==> config.mk <==
export PLATFORM = sky130hd
export DESIGN_NAME = fp_div_iter
export DESIGN_NICKNAME = d
export VERILOG_FILES = /design/src/rtl/fp_div_iter.sv
export SDC_FILE = /design/constraint.sdc
export NUM_CORES = 1
export LEC_CHECK = 0
export BUFFER_PORTS_ARGS = -buffer_cell sky130_fd_sc_hd__buf_2
export CAP_MARGIN = 20
export CORE_MARGIN = 2
export CORE_UTILIZATION = 40
export DETAILED_ROUTE_END_ITERATION = 12
export GPL_TIMING_DRIVEN = 0
export PLACE_DENSITY = 0.65
export REMOVE_ABC_BUFFERS = 1
export SYNTH_ARGS = -nofsm -noshare
export SYNTH_HDL_FRONTEND = slang
export SYNTH_SLANG_ARGS = --single-unit
==> constraint.sdc <==
create_clock -name clk -period 6.6 [get_ports clk]
set_input_delay 1.98 -clock clk [delete_from_list [all_inputs] [get_ports clk]]
set_output_delay 1.98 -clock clk [all_outputs]
set_load 0.005 [all_outputs]
==> src/rtl/fp_div_iter.sv <==
// fp_div_iter: iterative floating-point divider, radix-2 restoring, one quotient bit per cycle.
//
// Computes res = op_a / op_b in a parametrised IEEE-754-style format with round-to-nearest-even.
// One operation is in flight at a time. Operands are captured on the input handshake. The result
// and flags are held until the consumer takes them.
//
// Build option:
//   FP_DIV_IEEE_SPECIAL_EN - when defined, NaN/inf/zero operands are detected and short-cut, and
//                            the invalid / div_zero flags are live. When undefined, every operand
//                            is treated as a normal number with an implicit leading 1, and invalid /
//                            div_zero stay 0.
//
// Ports:
//   clk            clock, rising edge
//   rst_n          asynchronous active-low reset
//   i_in_valid     operands valid
//   o_in_ready     divider idle, operands will be accepted
//   i_op_a         dividend
//   i_op_b         divisor
//   o_out_valid    result and flags valid
//   i_out_ready    consumer accepts the result
//   o_res          quotient a/b
//   o_overflow     result overflowed to infinity
//   o_underflow    result flushed to zero
//   o_invalid      0/0 or inf/inf
//   o_div_zero     finite nonzero value divided by zero
//   o_inexact      result is not exact

module fp_div_iter #(
  parameter int unsigned DATA_W = 32,
  parameter int unsigned EXP_W  = 8
) (
  input  logic              clk,
  input  logic              rst_n,
  input  logic              i_in_valid,
  output logic              o_in_ready,
  input  logic [DATA_W-1:0] i_op_a,
  input  logic [DATA_W-1:0] i_op_b,
  output logic              o_out_valid,
  input  logic              i_out_ready,
  output logic [DATA_W-1:0] o_res,
  output logic              o_overflow,
  output logic              o_underflow,
  output logic              o_invalid,
  output logic              o_div_zero,
  output logic              o_inexact
);

  localparam int unsigned FRAC_W = DATA_W - EXP_W - 1;
  localparam int unsigned BIAS   = 2**(EXP_W-1) - 1;
  // Quotient: 1 integer bit, FRAC_W fraction bits, guard, round.
  localparam int unsigned QW     = FRAC_W + 3;
  localparam int unsigned CW     = $clog2(FRAC_W + 4);
  // Working exponent is signed, two bits wider than the field.
  localparam int unsigned EW     = EXP_W + 2;

  localparam logic [EW-1:0] BIAS_X    = EW'(BIAS);
  localparam logic [EW-1:0] EMAX_X    = EW'(2**EXP_W - 1);
  localparam logic [CW-1:0] LAST_STEP = CW'(QW - 1);

  localparam logic [2:0] S_IDLE   = 3'd0;
  localparam logic [2:0] S_UNPACK = 3'd1;
  localparam logic [2:0] S_DIVIDE = 3'd2;
  localparam logic [2:0] S_NORM   = 3'd3;
  localparam logic [2:0] S_OUT    = 3'd4;

  logic [2:0]        r_state;
  logic [DATA_W-1:0] r_op_a;
  logic [DATA_W-1:0] r_op_b;
  logic              r_sign;
  logic [EW-1:0]     r_exp;
  logic [FRAC_W:0]   r_mb;
  logic [FRAC_W+1:0] r_rem;
  logic [QW-1:0]     r_q;
  logic [CW-1:0]     r_cnt;
  logic              r_spec;
  logic [DATA_W-1:0] r_spec_res;
  logic              r_spec_inv;
  logic              r_spec_dz;
  logic [DATA_W-1:0] r_res;
  logic              r_overflow;
  logic              r_underflow;
  logic              r_invalid;
  logic              r_div_zero;
  logic              r_inexact;

  // ---------------------------------------------------------------------------------------------
  // Unpack
  // ---------------------------------------------------------------------------------------------
  logic              w_sa;
  logic              w_sb;
  logic [EXP_W-1:0]  w_ea;
  logic [EXP_W-1:0]  w_eb;
  logic [FRAC_W-1:0] w_fa;
  logic [FRAC_W-1:0] w_fb;
  logic              w_sign_u;
  logic [EW-1:0]     w_exp_u;
  logic [FRAC_W:0]   w_ma;
  logic [FRAC_W:0]   w_mb;

  assign w_sa     = r_op_a[DATA_W-1];
  assign w_sb     = r_op_b[DATA_W-1];
  assign w_ea     = r_op_a[DATA_W-2 -: EXP_W];
  assign w_eb     = r_op_b[DATA_W-2 -: EXP_W];
  assign w_fa     = r_op_a[FRAC_W-1:0];
  assign w_fb     = r_op_b[FRAC_W-1:0];
  assign w_sign_u = w_sa ^ w_sb;
  assign w_exp_u  = {2'b00, w_ea} - {2'b00, w_eb} + BIAS_X;
  assign w_ma     = {1'b1, w_fa};
  assign w_mb     = {1'b1, w_fb};

  logic              w_spec;
  logic [DATA_W-1:0] w_spec_res;
  logic              w_spec_inv;
  logic              w_spec_dz;

`ifdef FP_DIV_IEEE_SPECIAL_EN
  logic              w_a_zero;
  logic              w_b_zero;
  logic              w_a_inf;
  logic              w_b_inf;
  logic              w_a_nan;
  logic              w_b_nan;
  logic [DATA_W-1:0] w_qnan;
  logic [DATA_W-1:0] w_inf;
  logic [DATA_W-1:0] w_zero;

  // A zero exponent field means zero regardless of fraction: no subnormal support.
  assign w_a_zero = (w_ea == '0);
  assign w_b_zero = (w_eb == '0);
  assign w_a_inf  = (&w_ea) && (w_fa == '0);
  assign w_b_inf  = (&w_eb) && (w_fb == '0);
  assign w_a_nan  = (&w_ea) && (w_fa != '0);
  assign w_b_nan  = (&w_eb) && (w_fb != '0);
  assign w_qnan   = {1'b0, {EXP_W{1'b1}}, 1'b1, {(FRAC_W-1){1'b0}}};
  assign w_inf    = {w_sign_u, {EXP_W{1'b1}}, {FRAC_W{1'b0}}};
  assign w_zero   = {w_sign_u, {(DATA_W-1){1'b0}}};

  // Priority chain: NaN, invalid, inf/x, x/0, 0/x or x/inf.
  always_comb begin
    w_spec     = 1'b1;
    w_spec_res = '0;
    w_spec_inv = 1'b0;
    w_spec_dz  = 1'b0;
    if (w_a_nan || w_b_nan) begin
      w_spec_res = w_qnan;
    end else if ((w_a_zero && w_b_zero) || (w_a_inf && w_b_inf)) begin
      w_spec_res = w_qnan;
      w_spec_inv = 1'b1;
    end else if (w_a_inf) begin
      w_spec_res = w_inf;
    end else if (w_b_zero) begin
      w_spec_res = w_inf;
      w_spec_dz  = 1'b1;
    end else if (w_a_zero || w_b_inf) begin
      w_spec_res = w_zero;
    end else begin
      w_spec     = 1'b0;
    end
  end
`else
  assign w_spec     = 1'b0;
  assign w_spec_res = '0;
  assign w_spec_inv = 1'b0;
  assign w_spec_dz  = 1'b0;
`endif

  // ---------------------------------------------------------------------------------------------
  // Restoring divide step
  // ---------------------------------------------------------------------------------------------
  // The partial remainder is always below 2*divisor, so FRAC_W+2 bits hold it.
  logic [QW-1:0]     w_diff;
  logic              w_ge;
  logic [FRAC_W+1:0] w_rem_sub;
  logic [FRAC_W+1:0] w_rem_nx;

  assign w_diff    = {1'b0, r_rem} - {2'b00, r_mb};
  assign w_ge      = ~w_diff[QW-1];
  assign w_rem_sub = w_diff[QW-2:0];
  assign w_rem_nx  = w_ge ? (w_rem_sub << 1) : (r_rem << 1);

  // ---------------------------------------------------------------------------------------------
  // Normalise, round to nearest even, classify
  // ---------------------------------------------------------------------------------------------
  logic [QW-1:0]     w_norm_q;
  logic [EW-1:0]     w_norm_e;
  logic [FRAC_W:0]   w_mant;
  logic              w_guard;
  logic              w_round;
  logic              w_sticky;
  logic              w_up;
  logic [FRAC_W+1:0] w_mant_rnd;
  logic              w_carry;
  logic [FRAC_W-1:0] w_frac;
  logic [EW-1:0]     w_fin_e;
  logic              w_ovf;
  logic              w_unf;
  logic              w_inexact;
  logic [DATA_W-1:0] w_res;

  assign w_norm_q   = r_q[QW-1] ? r_q : {r_q[QW-2:0], 1'b0};
  assign w_norm_e   = r_q[QW-1] ? r_exp : (r_exp - EW'(1));
  assign w_mant     = w_norm_q[QW-1:2];
  assign w_guard    = w_norm_q[1];
  assign w_round    = w_norm_q[0];
  assign w_sticky   = (r_rem != '0);
  assign w_up       = w_guard & (w_round | w_sticky | w_mant[0]);
  assign w_mant_rnd = {1'b0, w_mant} + {{(FRAC_W+1){1'b0}}, w_up};
  // A rounding carry only happens from an all-ones mantissa, leaving 1.000...
  assign w_carry    = w_mant_rnd[FRAC_W+1];
  assign w_frac     = w_carry ? w_mant_rnd[FRAC_W:1] : w_mant_rnd[FRAC_W-1:0];
  assign w_fin_e    = w_carry ? (w_norm_e + EW'(1)) : w_norm_e;
  assign w_ovf      = !w_fin_e[EW-1] && (w_fin_e >= EMAX_X);
  assign w_unf      = w_fin_e[EW-1] || (w_fin_e == '0);
  assign w_inexact  = w_guard | w_round | w_sticky;

  always_comb begin
    w_res = {r_sign, w_fin_e[EXP_W-1:0], w_frac};
    if (w_ovf) begin
      w_res = {r_sign, {EXP_W{1'b1}}, {FRAC_W{1'b0}}};
    end else if (w_unf) begin
      w_res = {r_sign, {(DATA_W-1){1'b0}}};
    end
  end

  // ---------------------------------------------------------------------------------------------
  // Control and state
  // ---------------------------------------------------------------------------------------------
  always_ff @(posedge clk or negedge rst_n) begin
    if (!rst_n) begin
      r_state     <= S_IDLE;
      r_op_a      <= '0;
      r_op_b      <= '0;
      r_sign      <= 1'b0;
      r_exp       <= '0;
      r_mb        <= '0;
      r_rem       <= '0;
      r_q         <= '0;
      r_cnt       <= '0;
      r_spec      <= 1'b0;
      r_spec_res  <= '0;
      r_spec_inv  <= 1'b0;
      r_spec_dz   <= 1'b0;
      r_res       <= '0;
      r_overflow  <= 1'b0;
      r_underflow <= 1'b0;
      r_invalid   <= 1'b0;
      r_div_zero  <= 1'b0;
      r_inexact   <= 1'b0;
    end else begin
      case (r_state)
        S_IDLE: begin
          if (i_in_valid) begin
            r_op_a  <= i_op_a;
            r_op_b  <= i_op_b;
            r_state <= S_UNPACK;
          end
        end
        S_UNPACK: begin
          r_sign     <= w_sign_u;
          r_exp      <= w_exp_u;
          r_mb       <= w_mb;
          r_rem      <= {1'b0, w_ma};
          r_q        <= '0;
          r_cnt      <= '0;
          r_spec     <= w_spec;
          r_spec_res <= w_spec_res;
          r_spec_inv <= w_spec_inv;
          r_spec_dz  <= w_spec_dz;
          // Specials skip the divider and take the NORM slot, so their result appears two
          // cycles after the input handshake.
          r_state    <= w_spec ? S_NORM : S_DIVIDE;
        end
        S_DIVIDE: begin
          r_rem <= w_rem_nx;
          r_q   <= {r_q[QW-2:0], w_ge};
          r_cnt <= r_cnt + CW'(1);
          if (r_cnt == LAST_STEP) begin
            r_state <= S_NORM;
          end
        end
        S_NORM: begin
          if (r_spec) begin
            r_res       <= r_spec_res;
            r_overflow  <= 1'b0;
            r_underflow <= 1'b0;
            r_invalid   <= r_spec_inv;
            r_div_zero  <= r_spec_dz;
            r_inexact   <= 1'b0;
          end else begin
            r_res       <= w_res;
            r_overflow  <= w_ovf;
            r_underflow <= w_unf;
            r_invalid   <= 1'b0;
            r_div_zero  <= 1'b0;
            r_inexact   <= w_inexact | w_ovf | w_unf;
          end
          r_state <= S_OUT;
        end
        S_OUT: begin
          if (i_out_ready) begin
            r_state <= S_IDLE;
          end
        end
        default: r_state <= S_IDLE;
      endcase
    end
  end

  assign o_in_ready  = (r_state == S_IDLE);
  assign o_out_valid = (r_state == S_OUT);
  assign o_res       = r_res;
  assign o_overflow  = r_overflow;
  assign o_underflow = r_underflow;
  assign o_invalid   = r_invalid;
  assign o_div_zero  = r_div_zero;
  assign o_inexact   = r_inexact;

endmodule
==> results.py, run 1 <==
metrics = {
    "clocking": {
        "cts_tree": "done",
        "cts_root_buf": "clkbuf_16",
        "clk_latency_ps": 440,
        "cts_max_path_buffers": 2,
        "cts_sinks": 193,
        "postCtsSetupBuffers": 0,
        "clk_pin_slew_ps": 70,
        "htreeDepth": 4,
        "cts_made_buffers": 17,
        "holdBufCountCts": 0,
        "cts_resized": 0,
    },
    "pwr": {
        "pwr-share-seq": 0.296,
        "clkPwrFrac": 0.152,
        "power_density_nw_per_um2": 537,
        "net-switching-power_mw": 3.04,
        "ir_worst_vdd_v": 0.000231,
        "p_comb_frac": 0.552,
        "p_int_mw": 3.84,
        "switching_share": 0.442,
        "p_leak_nw": 5.51,
    },
    "setup_path": {
        "r2r_slack_ps": 2140,
        "worst_setup_path_start_kind": "flop",
        "worstSetupEndpointType": "flop",
        "critical-path-slowest-cell": "and4bb_1",
        "critPathTopFamily": "simple AND/OR/NAND/NOR gates",
        "max_stage_delay_ps": 640,
        "worstSetupPathType": "flop to flop",
        "critPathBufInv": 1,
        "path_cells": "buf_12 -> nand2b_1 -> a21boi_0 -> ha_1 -> nand2_1 -> a2111oi_4 -> nand3b_2 -> a2111oi_2 -> xnor2_1 -> nand2_1 -> and4bb_1 -> a22o_1",
        "reg2reg_from": "r_q[25]",
        "crit_required_ps": 6980,
        "timing.rr.end": "o_res[5]",
        "startpoint": "r_q[25]",
        "arrival_ps": 4840,
        "rr_worst_depth": 12,
        "cp_common_cell": "nand2_1",
        "critPathMaxFanout": 49,
    },
    "drt": {
        "routed_wl_um": 25400,
        "route.detailed.drc": 0,
        "dr.first_iter.drc_count": 630,
        "detail-route-antenna-nets": 0,
        "num_vias": 8909,
        "dr.pass1.iters": 5,
        "via_per_inst": 5.39,
        "wl_per_cell_um": 15.4,
    },
    "finish": {
        "area_delta_synth_final_pct": 12.7,
        "antennaDiodeCount": 0,
        "num-nets-final": 1370,
        "layout.cells.non_filler": 1653,
        "post-route-util": 0.460,
        "fillers": 2667,
        "layout-drive-gt1-share": 0.180,
    },
    "logic_synthesis": {
        "yosysWarnings": 0,
        "synth_area_per_cell_um2": 9.38,
        "synth-compound-area-share": 0.170,
        "yosysTopAreaCellShare": 0.425,
        "synth_xor_xnor_area_share": 0.0609,
        "synth_top_area_cell": "dfrtp_1",
        "synth.cell_area_um2": 11400,
        "synthTopCellsByArea": "dfrtp_1, mux2_2, nand2_1",
        "synth_cell_types": 77,
        "yosys.area_share.simple": 0.175,
        "synthCells": 1211,
        "ys.flop_type": "dfrtp_1",
        "synth_mux_area_frac": 0.0759,
        "synth_edf_count": 0,
        "ys_seq_elements": 193,
        "synth-async-reset-ratio": 1.00,
        "synth_top_family_by_area": "simple AND/OR/NAND/NOR gates",
        "seq_area_frac_synth": 0.425,
        "synthAdderAreaFrac": 0.0454,
    },
    "sta": {
        "finalSetupViolCount": 0,
        "max_freq_mhz": 224,
        "slew_headroom": 0.308,
        "fin_crit_sh": 0.675,
        "hold_viol": 0,
        "slew_violations": 0,
        "worstMarginPinSlew_ps": 1040,
        "rsz0062_at_grt": "no",
        "finalCriticalPeriod_ps": 4460,
        "clock_skew_ps": 12.1,
        "worst_slack_ps": 2140,
    },
    "floorplanning": {
        "rows": 61,
        "die_w_um": 173,
        "core_um2": 27900,
        "dieArea_um2": 29800,
        "start_util": 0.408,
        "die_h_um": 173,
        "ioPinCount": 107,
    },
    "global_routing": {
        "grt_pass1_vias": 8658,
        "grt_max_degree": 118,
        "grt_pass1_wl_um": 43600,
        "track_usage": 0.175,
        "antenna_found_initial": 0,
        "gr-total-overflow": 0,
    },
    "placement": {
        "io_buffers": 104,
        "dp_hpwl_um": 17700,
        "gp_congestion": 0.883,
        "dp_slack_ps": 2110,
        "place_inst": 1621,
    },
    "hold_path": {
        "hold_start": "r_mb[23]",
        "hp-class": "flop to flop",
        "hold_depth": 2,
        "holdPathEnd": "r_mb[23]",
    },
    "run": {
        "cap_violations": 0,
    },
    "status": {
        "status": "completed",
    },
}
per-stage QoR:
step | total power, mW | hold slack [ps] | instance area, um2 | setup TNS (ps)
2_1_floorplan | 4.85 | 418 | 11000 | 0
3_3_place_gp | 5.68 | 429 | 12000 | -171880
3_5_place_dp | 5.82 | 445 | 12200 | 0
4_1_cts | 6.90 | 465 | 12800 | 0
5_1_grt | 7.49 | 497 | 12800 | 0
6_report | 6.88 | 463 | 12800 | 0
power groups by stage:
| stage | clock network, mW | registers [mW] | logic, mW |
|---|---|---|---|
| floorplan | 0 | 1.95 | 2.90 |
| global placement | 0 | 2.04 | 3.64 |
| detailed placement | 0 | 2.06 | 3.76 |
| CTS | 1.07 | 2.03 | 3.80 |
| global route | 1.12 | 2.11 | 4.27 |
| finish | 1.04 | 2.04 | 3.80 |
kinds of logic (layout without fill, tap and decap cells):
family,Yosys count,after routing
buffers and inverters,134,197
AOI/OAI and AO/OA,286,286
DFF,193,193
other,1,2
xor gates and xnor gates,79,79
adders and majority gates,40,40
muxes,79,79
and+or+nand+nor,399,399
registers in the layout (all words and copies together) (netlist names):
register,count
r_rem,25
o_res,32
r_state,3
o_inexact,1
r_q,26
r_op_a,32
r_mb,24
r_sign,1
r_op_b,32
o_underflow,1
r_exp,10
o_overflow,1
r_cnt,5
worst register-to-register path: stages (launching register included):
cell and delay (ps):
dfrtp_2 530, buf_12 230, nand2b_1 260, a21boi_0 340, ha_1 260, nand2_1 110, a2111oi_4 460, nand3b_2 350
a2111oi_2 440, xnor2_1 330, nand2_1 260, and4bb_1 640, a22o_1 210
worst max path at each step:
| stage | endpoint | slack (ps) | cells after the start |
|---|---|---|---|
| floorplan | r_cnt[2] | 190 | 4 |
| global placement | r_cnt[1] | -4500 | 4 |
| detailed placement | o_res[5] | 2110 | 12 |
| CTS | o_res[5] | 2130 | 12 |
| global route | o_res[5] | 1770 | 12 |
| finish | o_res[5] | 2140 | 12 |
placed cells by master, fill, tap and decap left out, types with 5 or more instances in the layout:
cell type and n:
o31a_1 6, inv_1 50, and3_1 23, nor2_1 51
o21ai_1 10, nor3_1 20, ha_1 38, nand4_1 19
nor2b_1 12, xor2_1 35, nand2_1 160, mux2_2 57
mux2i_1 22, a21oi_1 37, nor4_1 16, a21boi_0 6
o31ai_1 5, nor3b_1 5, or3_1 6, or2_2 7
dfrtp_1 192, a211oi_1 12, xnor2_1 44, a21o_1 10
inv_6 7, clkbuf_16 17, buf_2 103, a31oi_1 20
a22o_1 35, o21a_1 8, o21ai_0 94, nand2b_1 10
nand3_1 41
routing by layer:
layer	up-vias	routed length, um	GRT usage	share of wire
met3	29	894	0.0257	0.035
met1	4287	12500	0.247	0.49
met2	171	11700	0.285	0.46
met5	-	0	0	0
met4	0	295	0.0420	0.012
li1	4422	-	-	-
Yosys cell counts (all sizes together), types with 5 or more instances:
cell type and instances:
buf 30, or2 7, xnor2 44, o21a 8
o21ai 104, nor2 52, xor2 35, inv 50
o31a 6, nor2b 12, o31ai 6, nand2b 10
clkbuf 54, a211oi 12, or3 6, nor3b 7
or4 5, and2 6, nor3 20, nor4 17
nand2 160, a21oi 37, a21boi 6, dfrtp 193
a22o 35, and3 23, mux2i 22, nand3 41
a31oi 20, mux2 57, a21o 10, ha 38
nand4 20
final cells by class:
type                    count  area (um2)  share of cell area
multi-input cells         885        6020               0.470
flip-flops and latches    193        4830               0.377
repair buffers            115         716              0.0559
well taps                 378         473              0.0369
clock buffers              18         439              0.0343
inverters                  50         188              0.0147
clock inverters            14         143              0.0111
Power figures use the tool's default switching activity.
==> run 2: changes to the inputs <==
PLACE_DENSITY = 0.67   (was 0.65)
clock period = 4 ns   (was 6.6 ns; I/O delays follow)
==> run 2 against run 1 <==
Against the previous run: final area grew 1.2%; sequential power grew 65%; via count grew 1.3%.
==> results.py, run 2 (same netlist as run 1, synthesis figures left out) <==
metrics = {
    "pwr": {
        "ir_worst_vdd_v": 0.000364,
        "p_int_mw": 6.34,
        "net-switching-power_mw": 5.04,
        "p_comb_frac": 0.558,
        "pwr-share-seq": 0.296,
        "power_density_nw_per_um2": 878,
        "switching_share": 0.443,
        "clkPwrFrac": 0.147,
        "p_leak_nw": 5.59,
    },
    "setup_path": {
        "worst_setup_path_start_kind": "flop",
        "reg2reg_from": "r_rem[8]",
        "critPathBufInv": 0,
        "timing.rr.end": "r_rem[16]",
        "critical-path-slowest-cell": "o31ai_4",
        "arrival_ps": 4120,
        "critPathMaxFanout": 18,
        "rr_worst_depth": 9,
        "r2r_slack_ps": 230,
        "max_stage_delay_ps": 780,
        "path_cells": "ha_1 -> a21o_1 -> o21bai_1 -> nor4_1 -> o31ai_1 -> o2111a_1 -> o31ai_4 -> nand2_1 -> a311oi_1",
        "critPathTopFamily": "compound AO/OA/AOI/OAI gates",
        "crit_required_ps": 4340,
        "startpoint": "r_rem[8]",
        "worstSetupPathType": "flop to flop",
        "worstSetupEndpointType": "flop",
    },
    "sta": {
        "hold_viol": 0,
        "rsz0062_at_grt": "no",
        "tns_ps": 0,
        "slew_headroom": 0.342,
        "clock_skew_ps": 15.5,
        "max_freq_mhz": 265,
        "fin_crit_sh": 0.944,
        "slew_violations": 0,
        "worstMarginPinSlew_ps": 987,
        "finalSetupViolCount": 0,
        "worst_slack_ps": 225,
        "finalCriticalPeriod_ps": 3770,
    },
    "drt": {
        "route.detailed.drc": 0,
        "dr.pass1.iters": 5,
        "num_vias": 9025,
        "dr.first_iter.drc_count": 637,
        "wl_per_cell_um": 15.7,
        "via_per_inst": 5.43,
        "detail-route-antenna-nets": 0,
        "routed_wl_um": 26100,
    },
    "finish": {
        "num-nets-final": 1381,
        "layout_common_cells": "dfrtp_1, nand2_1, buf_2, o21ai_0, mux2_2",
        "fillers": 2688,
        "area_delta_synth_final_pct": 14.1,
        "antennaDiodeCount": 0,
        "layout-drive-gt1-share": 0.191,
        "post-route-util": 0.465,
        "final_common_cell": "dfrtp_1",
    },
    "clocking": {
        "cts_root_buf": "clkbuf_16",
        "cts_max_path_buffers": 2,
        "holdBufCountCts": 0,
        "clk_pin_slew_ps": 80,
        "cts_sinks": 193,
        "htreeDepth": 4,
        "cts_tree": "done",
        "clk_latency_ps": 440,
        "cts_made_buffers": 17,
    },
    "placement": {
        "io_buffers": 104,
        "gp_congestion": 0.899,
        "dp_slack_ps": -542,
        "dp_hpwl_um": 18100,
    },
    "global_routing": {
        "grt_pass1_wl_um": 44300,
        "grt_pass1_vias": 8745,
        "track_usage": 0.178,
        "gr-total-overflow": 0,
        "antenna_found_initial": 0,
        "grt_max_degree": 106,
    },
    "status": {
        "status": "completed",
    },
    "floorplanning": {
        "rows": 61,
        "core_um2": 27900,
        "die_w_um": 173,
        "dieArea_um2": 29800,
        "ioPinCount": 107,
        "die_h_um": 173,
        "start_util": 0.408,
    },
    "hold_path": {
        "hp-class": "flop to flop",
        "holdPathEnd": "r_mb[23]",
        "hold_depth": 2,
        "hold_start": "r_mb[23]",
    },
    "run": {
        "cap_violations": 0,
    },
}
## run 2: cell types whose count changed in the layout (fill, tap and decap cells not counted), sizes merged
cell and change:
buf +11, clkinv +2, inv -2, clkinvlp -1
## run 2: area by class of cell
| cell class | instances | area [um2] | area share |
|---|---|---|---|
| clock buffer | 18 | 429 | 0.0331 |
| clock inverter | 13 | 125 | 0.00965 |
| inverter | 50 | 188 | 0.0145 |
| multi-input combinational | 885 | 6090 | 0.470 |
| sequential | 193 | 4830 | 0.373 |
| tap | 378 | 473 | 0.0365 |
| timing repair buffer | 126 | 827 | 0.0638 |
## run 2: how the worst max path moves through the flow
stage | to | depth (start not counted)
6_report | r_rem[16] | 9
3_3_place_gp | r_cnt[1] | 4
4_1_cts | o_res[21] | 13
3_5_place_dp | o_res[3] | 12
2_1_floorplan | r_cnt[2] | 4
5_1_grt | r_q[0] | 9
## run 2: power groups by stage
stage                     combinational [mW]  clock, mW  sequential, mW
after global placement                  5.98          0            3.37
after global routing                    7.16       1.79            3.47
after detailed placement                6.23          0            3.40
after floorplan                         4.78          0            3.22
after CTS                               6.32       1.71            3.36
final                                   6.35       1.67            3.36
## run 2: what timing repair did
| action | in CTS | in global routing |
|---|---|---|
| buffers inserted | 4 | 5 |
| gates resized for setup | 10 | 4 |
| pin swaps | 1 | 2 |
| gates cloned | 0 | 0 |
| setup endpoints to repair | 28 | 26 |
## run 2: worst min-delay path, stage by stage (launching register included)
cell	delay, ps
dfrtp_1	320
inv_1	60
nand2_1	50
## run 2: metrics by stage
stage / hold WS, ps / total power, mW / cell area, um2 / cells
after floorplan: 418 / 8.00 / 11000 / 1128
after global placement: 430 / 9.35 / 12000 / 1610
after detailed placement: 442 / 9.63 / 12200 / 1622
after CTS: 456 / 11.4 / 12900 / 1657
after global routing: 481 / 12.4 / 13000 / 1663
final: 461 / 11.4 / 13000 / 1663
## run 2: per-layer routing
| metal | share of wire | wire length [um] | GRT usage | vias up |
|---|---|---|---|---|
| met5 | 0 | 0 | 0 | - |
| met4 | 0.013 | 342 | 0.0456 | 0 |
| met3 | 0.034 | 897 | 0.0286 | 26 |
| met2 | 0.47 | 12200 | 0.289 | 200 |
| met1 | 0.49 | 12600 | 0.249 | 4360 |
| li1 | - | - | - | 4439 |
